--- src/rtl/pipeline_hazard_ctrl_if.sv ---
// Hazard-controller bundle: hazard inputs from the pipeline and buffer controls back to it.
// The pipeline side uses master; the controller uses slave.
interface pipeline_hazard_ctrl_if #(
  parameter int REG_W = 5,
  parameter int CNT_W = 32
);
  logic [REG_W-1:0] id_rs;
  logic [REG_W-1:0] id_rt;
  logic             id_rt_used;
  logic             ex_MemRead;
  logic [REG_W-1:0] ex_write_reg;
  logic             branch_taken;
  logic             mem_req;
  logic             mem_ready;
  logic             pc_en;
  logic             ifid_en;
  logic             ifid_flush;
  logic             idex_en;
  logic             idex_flush;
  logic             exmem_en;
  logic             memwb_bubble;
  logic             mem_err;
  logic [CNT_W-1:0] stall_count;

  modport master (
    output id_rs, id_rt, id_rt_used, ex_MemRead, ex_write_reg,
           branch_taken, mem_req, mem_ready,
    input  pc_en, ifid_en, ifid_flush, idex_en, idex_flush, exmem_en,
           memwb_bubble, mem_err, stall_count
  );

  modport slave (
    input  id_rs, id_rt, id_rt_used, ex_MemRead, ex_write_reg,
           branch_taken, mem_req, mem_ready,
    output pc_en, ifid_en, ifid_flush, idex_en, idex_flush, exmem_en,
           memwb_bubble, mem_err, stall_count
  );
endinterface

--- src/rtl/pipeline_hazard_ctrl.sv ---
// Stall/flush sequencer for the 5-stage pipeline: load-use, taken branch and data-memory wait,
// with a memory timeout watchdog and a stall-cycle counter.
module pipeline_hazard_ctrl #(
  parameter int REG_W   = 5,
  parameter int CNT_W   = 32,
  parameter int TIMEOUT = 64
) (
  input logic                   clk,
  input logic                   reset,
  pipeline_hazard_ctrl_if.slave bus
);
  localparam int WC_W = $clog2(TIMEOUT) + 1;
  localparam logic [WC_W-1:0]  WC_MAX   = WC_W'(TIMEOUT - 1);
  localparam logic [REG_W-1:0] ZERO_REG = '0;

  // Control vector: {pc_en, ifid_en, ifid_flush, idex_en, idex_flush, exmem_en, memwb_bubble}
  localparam logic [6:0] CTL_NORM   = 7'b1101010;
  localparam logic [6:0] CTL_LUH    = 7'b0001110;
  localparam logic [6:0] CTL_BRANCH = 7'b1111110;
  localparam logic [6:0] CTL_FREEZE = 7'b0000001;

  typedef enum logic {RUN, MEM_WAIT} state_t;

  state_t           state;
  logic [WC_W-1:0]  wait_cnt;
  logic             mem_err_q;
  logic [CNT_W-1:0] stall_q;
  logic             luh, mem_stall;
  logic [6:0]       ctl;

  assign luh = bus.ex_MemRead & (bus.ex_write_reg != ZERO_REG) &
               ((bus.ex_write_reg == bus.id_rs) |
                (bus.id_rt_used & (bus.ex_write_reg == bus.id_rt)));

  // Dropping mem_req mid-wait counts as completion, so one term covers both states.
  assign mem_stall = bus.mem_req & ~bus.mem_ready;

  always_comb begin
    ctl = CTL_NORM;
    if (!reset)
      ctl = CTL_FREEZE;
    else if (mem_stall)
      ctl = CTL_FREEZE;
    else if (state == RUN) begin
      if (bus.branch_taken)
        ctl = CTL_BRANCH;
      else if (luh)
        ctl = CTL_LUH;
    end
  end

  assign {bus.pc_en, bus.ifid_en, bus.ifid_flush, bus.idex_en,
          bus.idex_flush, bus.exmem_en, bus.memwb_bubble} = ctl;
  assign bus.mem_err     = mem_err_q;
  assign bus.stall_count = stall_q;

  always_ff @(posedge clk or negedge reset) begin
    if (!reset) begin
      state     <= RUN;
      wait_cnt  <= '0;
      mem_err_q <= 1'b0;
      stall_q   <= '0;
    end else begin
      if (mem_stall) begin
        state <= MEM_WAIT;
        // Watchdog: the first stalled cycle is wait 1, so the flag rises after TIMEOUT waits.
        if (wait_cnt == WC_MAX)
          mem_err_q <= 1'b1;
        else
          wait_cnt <= wait_cnt + 1'b1;
      end else begin
        state    <= RUN;
        wait_cnt <= '0;
      end
      if (!ctl[6] && (stall_q != '1))
        stall_q <= stall_q + 1'b1;
    end
  end
endmodule

--- src/flat_wrapper.sv ---
// flat-port wrapper written by rule: the top's interface ports become plain ports
module pipeline_hazard_ctrl_flat 
#(
  parameter int REG_W   = 5,
  parameter int CNT_W   = 32,
  parameter int TIMEOUT = 64
)
  (clk, reset, bus_id_rs, bus_id_rt, bus_id_rt_used, bus_ex_MemRead, bus_ex_write_reg, bus_branch_taken, bus_mem_req, bus_mem_ready, bus_pc_en, bus_ifid_en, bus_ifid_flush, bus_idex_en, bus_idex_flush, bus_exmem_en, bus_memwb_bubble, bus_mem_err, bus_stall_count);
  pipeline_hazard_ctrl_if #(.REG_W(REG_W), .CNT_W(CNT_W)) bus_i ();
  input logic clk;
  input logic reset;
  input wire logic [$bits(bus_i.id_rs)-1:0] bus_id_rs;
  input wire logic [$bits(bus_i.id_rt)-1:0] bus_id_rt;
  input wire logic [$bits(bus_i.id_rt_used)-1:0] bus_id_rt_used;
  input wire logic [$bits(bus_i.ex_MemRead)-1:0] bus_ex_MemRead;
  input wire logic [$bits(bus_i.ex_write_reg)-1:0] bus_ex_write_reg;
  input wire logic [$bits(bus_i.branch_taken)-1:0] bus_branch_taken;
  input wire logic [$bits(bus_i.mem_req)-1:0] bus_mem_req;
  input wire logic [$bits(bus_i.mem_ready)-1:0] bus_mem_ready;
  output wire logic [$bits(bus_i.pc_en)-1:0] bus_pc_en;
  output wire logic [$bits(bus_i.ifid_en)-1:0] bus_ifid_en;
  output wire logic [$bits(bus_i.ifid_flush)-1:0] bus_ifid_flush;
  output wire logic [$bits(bus_i.idex_en)-1:0] bus_idex_en;
  output wire logic [$bits(bus_i.idex_flush)-1:0] bus_idex_flush;
  output wire logic [$bits(bus_i.exmem_en)-1:0] bus_exmem_en;
  output wire logic [$bits(bus_i.memwb_bubble)-1:0] bus_memwb_bubble;
  output wire logic [$bits(bus_i.mem_err)-1:0] bus_mem_err;
  output wire logic [$bits(bus_i.stall_count)-1:0] bus_stall_count;
  assign bus_i.id_rs = bus_id_rs;
  assign bus_i.id_rt = bus_id_rt;
  assign bus_i.id_rt_used = bus_id_rt_used;
  assign bus_i.ex_MemRead = bus_ex_MemRead;
  assign bus_i.ex_write_reg = bus_ex_write_reg;
  assign bus_i.branch_taken = bus_branch_taken;
  assign bus_i.mem_req = bus_mem_req;
  assign bus_i.mem_ready = bus_mem_ready;
  assign bus_pc_en = bus_i.pc_en;
  assign bus_ifid_en = bus_i.ifid_en;
  assign bus_ifid_flush = bus_i.ifid_flush;
  assign bus_idex_en = bus_i.idex_en;
  assign bus_idex_flush = bus_i.idex_flush;
  assign bus_exmem_en = bus_i.exmem_en;
  assign bus_memwb_bubble = bus_i.memwb_bubble;
  assign bus_mem_err = bus_i.mem_err;
  assign bus_stall_count = bus_i.stall_count;
  pipeline_hazard_ctrl #(.REG_W(REG_W), .CNT_W(CNT_W), .TIMEOUT(TIMEOUT)) u_core (.clk(clk), .reset(reset), .bus(bus_i));
endmodule
--- config.mk ---
export PLATFORM = sky130hd
export DESIGN_NAME = pipeline_hazard_ctrl_flat
export DESIGN_NICKNAME = d
export VERILOG_FILES = /design/src/rtl/pipeline_hazard_ctrl_if.sv /design/src/rtl/pipeline_hazard_ctrl.sv /design/src/flat_wrapper.sv
export SDC_FILE = /design/constraint.sdc
export NUM_CORES = 1
export LEC_CHECK = 0
export BUFFER_PORTS_ARGS = -buffer_cell sky130_fd_sc_hd__buf_4
export CORE_MARGIN = 5
export CORE_UTILIZATION = 51
export CTS_CLUSTER_SIZE = 14
export DETAILED_ROUTE_END_ITERATION = 16
export PLACE_DENSITY = 0.79
export SLEW_MARGIN = 20
export SYNTH_ARGS = -nofsm -noshare
export SYNTH_HDL_FRONTEND = slang
export SYNTH_SLANG_ARGS = --single-unit
--- constraint.sdc ---
create_clock -name clk -period 2.3 [get_ports clk]
set_input_delay 0.46 -clock clk [delete_from_list [all_inputs] [get_ports clk]]
set_output_delay 0.46 -clock clk [all_outputs]
set_load 0.005 [all_outputs]
==> results.txt, run 1 <==
DR DRC count: 0
Clock Path Buffers: 2
Global-route wire length before repair: 7755 um
Via count: 1701
RSZ-0062 raised after global routing: no
CTS sink count: 41
HPWL after detailed placement: 3442 um
TritonCTS clock tree: yes
Final setup viols: 0
Wire length per cell: 14.71 um
Synthesized flop and latch total: 41
H-tree depth: 2
Most frequent cells in the layout: buf_4, dfrtp_1, xnor2_1
Total track usage: 18.13%
WHS: 0.2266 ns
Fin. Hold Viols: 0
Root buffer cell: clkbuf_8
Post-Route WL: 4679 um
Initial antenna violation count: 0
Die W: 74.32 um
Maximum VDD drop: 0.4864 mV
Worst Setup Start Kind: primary input
R2R Setup Slk: 0.17 ns
Die area: 5523 um^2
Synthesized area per cell: 10.93 um^2
Fraction of registers with async set or reset after synthesis: 100.0%
Pre-Repair DR Iteration Count: 4
Synth Instances: 193
Required @ worst endpoint: 1.84 ns
Cell Area, Synth: 2110 um^2
Setup TNS: 0 ns
Die Height: 74.32 um
Slew headroom: 54.80%
Vias in the first global route: 1758
Peak fanout along the critical path: 3
YS warnings: 0
Critical path capture point type: primary output
Share of cells above drive strength 1: 35.45%
CP arrival: 1.76 ns
Final core occ: 69.19%
Nets: 291
Area grow syn2layout: 31.20%
Pwr dens: 629.7 nW/um^2
Starting Density: 52.74%
Total grt overflow: 0
Clk Latency, worst-skew pair: 0.29 ns
Min-delay worst type: in -> async
Syn_nets: 217
Post-CTS setup buffers: 0
DP Area: 2666 um^2
Clock Skew: 0.007676 ns
Design Power: 0.001743 W
Reg2Reg Depth: 6
Status: finished, final reports clean
Slew Limit Fails: 0
Achievable clock frequency: 451.0 MHz
Synth unique cells: 38
Clock edge transition at the registers on the reported setup and hold paths: 0.08 ns
Top FF cell, synth: dfrtp_1
FP Rows: 23
Final critical-path share of the clock period: 96.41%
Ports: 62
Fin area: 2768 um^2
DR iter-0 viols: 48
Actual slew at the worst max-slew pin: 0.6780 ns
Fin crit period: 2.217 ns
Max-Cap Viols: 0
Area of the core: 4000 um^2
Crit Path Class: in -> out
Vias per std cell: 5.349
PortBufs: 61
Final ANT Viol Nets: 0
Largest net degree at the start of global routing: 42
CTS Buf Count: 5
Sequential element share of the synthesized area: 48.64%
Post-synth EDFFs: 0
GPL Wtd Cong: 0.7839
Post_cts resized: 0
Commonest non-fill, non-tap cell in the layout: buf_4
Leakage power: 1.311 nW
CTS Hold Bufs: 0
Number of diodes: 0
==> Yosys cell counts, types with 2 or more instances <==
cell type  number  area share (%)
nor2_1         11             2.0
xor2_1          5             2.1
nand4_1        16             4.7
nor3_1          4            0.95
ha_1            2             1.2
xnor2_1        40              17
nand2_1        18             3.2
buf_4           2            0.71
nor3b_1         2            0.71
inv_1           3            0.53
and3_1         10             3.0
nand3_1        11             2.6
buf_6           3             1.6
dfrtp_1        41              49
nor3b_2         2             1.2
==> cell families after synthesis <==
logic type / after synthesis / synth area share [%]
simple gates: 86 / 23.19
fa+ha+maj: 2 / 1.186
xor+xnor: 45 / 18.68
buf+inv: 10 / 3.261
compound gates: 7 / 4.034
mux: 2 / 1.008
flops: 41 / 48.64
==> final cells by class <==
type / instances / area [um^2]
fill: 334 / 1232
sequential: 41 / 1026
multi-input combinational: 142 / 1015
timing repair buffer: 73 / 548.0
clock buffer: 7 / 96.34
tap: 50 / 62.56
inverter: 4 / 15.01
clock inverter: 1 / 5.005
==> flip-flops by register name, indices dropped and copies added (netlist names) <==
name                    cells
u_core.bus.mem_err          1
u_core.bus.stall_count     32
u_core.state                1
u_core.wait_cnt             7
==> where the power goes <==
part	switching [W]	total, W	internal [W]
Sequential	0.0000844	0.000870	0.000785
Clock	0.000247	0.000518	0.000271
Combinational	0.000147	0.000355	0.000208
Total	0.000479	0.00174	0.00126
==> per-stage QoR <==
step | cells | setup WS (ns)
6_report | 318 | 0.08266
3_3_place_gp | 310 | -0.02048
5_1_grt | 318 | 0.002324
4_1_cts | 318 | 0.07159
2_1_floorplan | 193 | 0.2562
3_5_place_dp | 310 | -0.08394
==> worst max-delay path: stages <==
cell     delay [ns]
buf_4          0.12
or4_1          0.57
o21ai_2        0.15
and2b_1        0.18
nor2_1         0.08
nor3_1         0.05
buf_4          0.14
==> path summary, 6_finish.rpt <==
path                                                  from                         end
worst max-delay path                   bus_ex_write_reg[0]              bus_idex_flush
worst min-delay path                                 reset   u_core.bus.stall_count[5]
worst max register to register  u_core.bus.stall_count[16]   u_core.bus.stall_count[1]
worst min register to register          u_core.bus.mem_err          u_core.bus.mem_err
max in group asynchronous                            reset  u_core.bus.stall_count[10]
min in group clk                        u_core.bus.mem_err          u_core.bus.mem_err
==> metal layers <==
layer	wire length, um	GRT usage (%)	vias up
li1	-	-	810
met1	1940	23.14	826
met2	2245	30.02	58
met3	445	5.811	7
met4	46	4.743	0
met5	0	0	-
Power figures use the tool's default switching activity.
==> run 2, diff against run 1 <==
- SETUP_SLACK_MARGIN: default -> 0.2
==> run 2 against run 1 <==
Against the previous run: clock power about the same; sequential share of layout area is 1.7 points lower; setup slack worse by 0.020 ns; combinational power rose by 7.3%; wire length increased by 10%; critical path type unchanged; highest routed layer unchanged.
==> results.txt, run 2 (same netlist as run 1, synthesis figures left out) <==
Status: finished, final reports clean
Vias per std cell: 5.318 (-0.58%)
FP Rows: 23 (unchanged)
Number of diodes: 0 (unchanged)
Design Power: 0.001771 W (+1.6%)
Worst Setup SP: bus_ex_write_reg[0]
Largest net degree at the start of global routing: 42 (unchanged)
Slew headroom: 66.24% (+11 points)
Pwr dens: 610.5 nW/um^2 (-3.1%)
Worst Setup Start Kind: primary input
CTS Buf Count: 5 (unchanged)
PortBufs: 61 (unchanged)
Clock edge transition at the registers on the reported setup and hold paths: 0.08 ns (about the same)
Crit-path slowest cell: or4_4
Final ANT Viol Nets: 0 (unchanged)
Root buffer cell: clkbuf_8
RSZ-0062 raised after global routing: yes
Crit Path Class: in -> out
Pre-Repair DR Iteration Count: 4 (unchanged)
Leakage power: 1.360 nW (+3.7%)
Area of the core: 4000 um^2 (unchanged)
CP arrival: 1.78 ns (+0.02 ns)
Crit-path cells: buf_8, or4_4, o21ai_4, and2b_1, nor2_1, nor3_1, buf_4
Total track usage: 18.53% (+0.40 points)
Clk Latency, worst-skew pair: 0.29 ns (about the same)
Vias in the first global route: 1796 (+2.2%)
H-tree depth: 2 (unchanged)
Initial antenna violation count: 0 (unchanged)
Die W: 74.32 um (unchanged)
Slew Limit Fails: 0 (unchanged)
Actual slew at the worst max-slew pin: 0.5064 ns (-0.1716 ns)
Die Height: 74.32 um (unchanged)
Clock Path Buffers: 2 (unchanged)
Achievable clock frequency: 447.0 MHz (-0.89%)
HPWL after detailed placement: 3442 um (unchanged)
Starting Density: 52.74% (unchanged)
Final setup viols: 0 (unchanged)
Commonest non-fill, non-tap cell in the layout: buf_4
Global-route wire length before repair: 7907 um (+2.0%)
Fin. Hold Viols: 0 (unchanged)
DR DRC count: 0 (unchanged)
Nets: 300 (+3.1%)
Maximum VDD drop: 0.4859 mV (-0.11%)
R2R Setup Slk: 0.34 ns (+0.17 ns)
Critical path capture point type: primary output
Final critical-path share of the clock period: 97.27% (+0.87 points)
Placed cell count: 310 (unchanged)
Ports: 62 (unchanged)
Share of cells above drive strength 1: 39.35% (+3.9 points)
Required @ worst endpoint: 1.84 ns (about the same)
FF/Latch Area: 1027 um^2 (+0.12%)
Clock Skew: 0.007878 ns (+0.0002029 ns)
Post-Route WL: 5151 um (+10%)
DR iter-0 viols: 56 (+17%)
Finished Layout Cells: 327 (+2.8%)
CP max stage delay: 0.54 ns (-0.03 ns)
GPL Wtd Cong: 0.7839 (unchanged)
RR Startpoint: u_core.bus.stall_count[16]
Multi-input logic area: 1076 um^2 (+6.0%)
Max-Cap Viols: 0 (unchanged)
Min-delay worst type: in -> async
Fillers: 315 (-5.7%)
Total grt overflow: 0 (unchanged)
Peak fanout along the critical path: 3 (unchanged)
Area grow syn2layout: 37.54%
Fin crit period: 2.237 ns (+0.01996 ns)
Die area: 5523 um^2 (unchanged)
TritonCTS clock tree: yes
Most frequent cells in the layout: buf_4, xnor2_1, dfrtp_1
Max reg flops: 32 (unchanged)
Via count: 1739 (+2.2%)
CTS sink count: 41 (unchanged)
Wire length per cell: 15.75 um (+7.1%)
-- run 2: cell count changes in the layout (fill, tap and decap cells not counted), sizes merged --
cell / delta
a31oi: +2
buf: +7
-- run 2: timing repair --
action	4_1_cts	5_1_grt
gates cloned	0	2
hold endpoints to repair	0	0
pin swaps	3	3
setup endpoints to repair	10	33
hold buffers	0	0
resized for setup	7	5
buffers inserted	1	6
-- run 2: layout make-up --
cell class / instances / share of cell area [%]
Tap cell: 50 / 2.156
Multi-Input combinational cell: 144 / 37.08
Clock buffer: 7 / 3.320
Inverter: 4 / 0.5175
Timing Repair Buffer: 80 / 21.35
Sequential cell: 41 / 35.40
Clock inverter: 1 / 0.1725
-- run 2: critical path: cells and delay by family --
kind | cells | cell delay, ns
AND/OR/NAND/NOR | 4 | 0.92
buffers and inverters | 2 | 0.24
AO/OA/AOI/OAI | 1 | 0.15
-- run 2: through the flow --
stage | hold WS [ns] | cell area [um^2] | setup TNS [ns] | setup slack, ns | util (%)
2_1_floorplan | 0.1644 | 2110 | 0 | 0.2562 | -
3_3_place_gp | 0.4424 | 2666 | -0.07929 | -0.02048 | 66.66
3_5_place_dp | 0.4703 | 2666 | -1.022 | -0.08394 | 66.66
4_1_cts | 0.2441 | 2803 | 0 | 0.1198 | 70.07
5_1_grt | 0.2727 | 2902 | 0 | 0.02392 | 72.54
6_report | 0.2262 | 2902 | 0 | 0.06270 | 72.54
-- run 2: report_power, final --
| part | internal [W] | switching [W] |
|---|---|---|
| Clock | 0.000271 | 0.000250 |
| Sequential | 0.000785 | 0.0000844 |
| Combinational | 0.000222 | 0.000159 |
| Total | 0.00128 | 0.000493 |
-- run 2: layer usage --
layer  global-route usage [%]  vias to the layer above  wire, um
li1                         -                      831         -
met1                    23.31                      848      2184
met2                    31.10                       55      2513
met3                    5.946                        5       413
met4                    4.743                        0        39
met5                        0                        -         0
-- run 2: final timing paths --
path | cells past startpoint | to
min | 2 | u_core.bus.stall_count[5]
max in group asynchronous | 2 | u_core.bus.stall_count[16]
min in group clk | 1 | u_core.bus.mem_err
min reg2reg | 1 | u_core.bus.mem_err
max reg2reg | 6 | u_core.bus.stall_count[1]
max | 7 | bus_idex_flush
==> run 3, diff against run 2 <==
- ABC_CLOCK_PERIOD_IN_PS: default -> 2300
- CORE_UTILIZATION: 51 -> 25
- PLACE_DENSITY: 0.79 -> default
- SLEW_MARGIN: 20 -> 5
==> run 3 against run 2 <==
Against the previous run: clock power about the same; final cell count up 16%; non-clock buffer count down 2; critical path type unchanged; critical endpoint unchanged.
==> results.txt, run 3 (same netlist as run 1, synthesis figures left out) <==
Achievable clock frequency: 461.5 MHz (+3.2%)
Root buffer cell: clkbuf_8
DR iter-0 viols: 63 (+13%)
TritonCTS clock tree: yes
CP arrival: 1.71 ns (-0.07 ns)
Place WS: -0.07353 ns (+0.01042 ns)
Final Worst Setup Slack: 0.1330 ns (+0.07034 ns)
Initial antenna violation count: 0 (unchanged)
Peak fanout along the critical path: 3 (unchanged)
Number of diodes: 0 (unchanged)
Share of cells above drive strength 1: 39.05% (-0.30 points)
Vias in the first global route: 1793 (-0.17%)
Crit Path Class: in -> out
Slew headroom: 65.86% (-0.38 points)
Worst Setup Start Kind: primary input
Max reg flops: 32 (unchanged)
Leakage power: 1.353 nW (-0.52%)
Fin crit period: 2.167 ns (-0.07034 ns)
Maximum VDD drop: 0.4535 mV (-6.7%)
DP Area: 2735 um^2 (+2.6%)
PortBufs: 61 (unchanged)
RSZ-0062 raised after global routing: yes
Actual slew at the worst max-slew pin: 0.5121 ns (+0.005629 ns)
Placed cell count: 365 (+18%)
Slew Limit Fails: 0 (unchanged)
Clock Path Buffers: 2 (unchanged)
Commonest non-fill, non-tap cell in the layout: buf_4
Status: finished, final reports clean
HPWL after detailed placement: 3728 um (+8.3%)
Required @ worst endpoint: 1.84 ns (about the same)
Die area: 10380 um^2 (+88%)
CTS sink count: 41 (unchanged)
Most frequent cells in the layout: buf_4, dfrtp_1, xnor2_1
Clock edge transition at the registers on the reported setup and hold paths: 0.08 ns (about the same)
Ports: 62 (unchanged)
CTS Hold Bufs: 0 (unchanged)
Total grt overflow: 0 (unchanged)
Post-Route WL: 5260 um (+2.1%)
Total track usage: 10.13% (-8.4 points)
H-tree depth: 2 (unchanged)
Global-route wire length before repair: 8583 um (+8.5%)
Finished Layout Cells: 379 (+16%)
CTS Buf Count: 5 (unchanged)
Critical path capture point type: primary output
Area grow syn2layout: 39.74%
Wire length per cell: 13.88 um (-12%)
Starting Density: 25.67% (-27 points)
Final critical-path share of the clock period: 94.22% (-3.1 points)
Clk Latency, worst-skew pair: 0.29 ns (about the same)
Pwr dens: 601.9 nW/um^2 (-1.4%)
Pre-Repair DR Iteration Count: 4 (unchanged)
Fin area: 2948 um^2 (+1.6%)
Final setup viols: 0 (unchanged)
Via count: 1718 (-1.2%)
Final ANT Viol Nets: 0 (unchanged)
Largest net degree at the start of global routing: 42 (unchanged)
Die W: 101.9 um (+37%)
Fin. Hold Viols: 0 (unchanged)
Multi-input logic area: 1061 um^2 (-1.4%)
Final core occ: 35.88% (-37 points)
Max-Cap Viols: 0 (unchanged)
Area of the core: 8217 um^2 (+110%)
Nets: 297 (-1.0%)
Die Height: 101.9 um (+37%)
Fillers: 805 (+160%)
Clock Skew: 0.006169 ns (-0.001709 ns)
Design Power: 0.001774 W (+0.16%)
Vias per std cell: 4.533 (-15%)
FP Rows: 33 (+43%)
Min-delay worst type: in -> async
GPL Wtd Cong: 0.7456 (-4.9%)
DR DRC count: 0 (unchanged)
FF/Latch Area: 1026 um^2 (-0.12%)
[run 3: stage by stage]
| step | hold WS (ns) | setup TNS [ns] |
|---|---|---|
| 4_1_cts | 0.2737 | 0 |
| 5_1_grt | 0.3051 | 0 |
| 2_1_floorplan | 0.1644 | 0 |
| 3_3_place_gp | 0.4481 | -0.3090 |
| 3_5_place_dp | 0.4497 | -0.9230 |
| 6_report | 0.2441 | 0 |
[run 3: area by class of cell]
| class | instances | share of cell area (%) |
|---|---|---|
| multi-input combinational | 143 | 35.99 |
| clock inverter | 1 | 0.1698 |
| inverter | 4 | 0.5093 |
| sequential | 41 | 34.80 |
| clock buffer | 7 | 3.268 |
| tap | 105 | 4.457 |
| timing repair buffer | 78 | 20.80 |
[run 3: layer usage]
layer / track usage (%) / up-vias / share of wire [%]
met3: 3.549 / 4 / 8.7
met1: 13.29 / 835 / 44
li1: - / 825 / -
met4: 1.816 / 0 / 0.55
met5: 0 / - / 0
met2: 16.45 / 54 / 47
[run 3: report_power, final]
part / internal [W] / switching, W / total [W]
Combinational: 0.000216 / 0.000159 / 0.000375
Sequential: 0.000785 / 0.0000898 / 0.000875
Clock: 0.000272 / 0.000253 / 0.000524
[run 3: timing repair]
| action | 4_1_cts | 5_1_grt |
|---|---|---|
| setup buffers | 0 | 5 |
| endpoints found under the hold margin | 0 | 0 |
| cloned | 0 | 1 |
| setup endpoints to repair | 21 | 34 |
| pin swaps | 5 | 5 |
| gates resized for setup | 4 | 7 |
[run 3: worst max-delay path: stages]
cell,delay [ns]
buf_8,0.10
or4_4,0.52
o21ai_2,0.15
and2b_1,0.20
nor2_2,0.08
nor3_2,0.05
buf_4,0.13
[run 3: final timing paths]
| path | slack, ns | endpoint | cells after the start | startpoint |
|---|---|---|---|---|
| setup / recovery | 0.13 | bus_idex_flush | 7 | bus_ex_write_reg[4] |
| min in group clk | 0.47 | u_core.bus.mem_err | 1 | u_core.bus.mem_err |
| hold reg to reg | 0.47 | u_core.bus.mem_err | 1 | u_core.bus.mem_err |
| hold / removal | 0.24 | u_core.wait_cnt[0] | 2 | reset |
| max in group asynchronous | 1.70 | u_core.wait_cnt[5] | 2 | reset |
| setup reg to reg | 0.30 | u_core.bus.stall_count[1] | 6 | u_core.state |
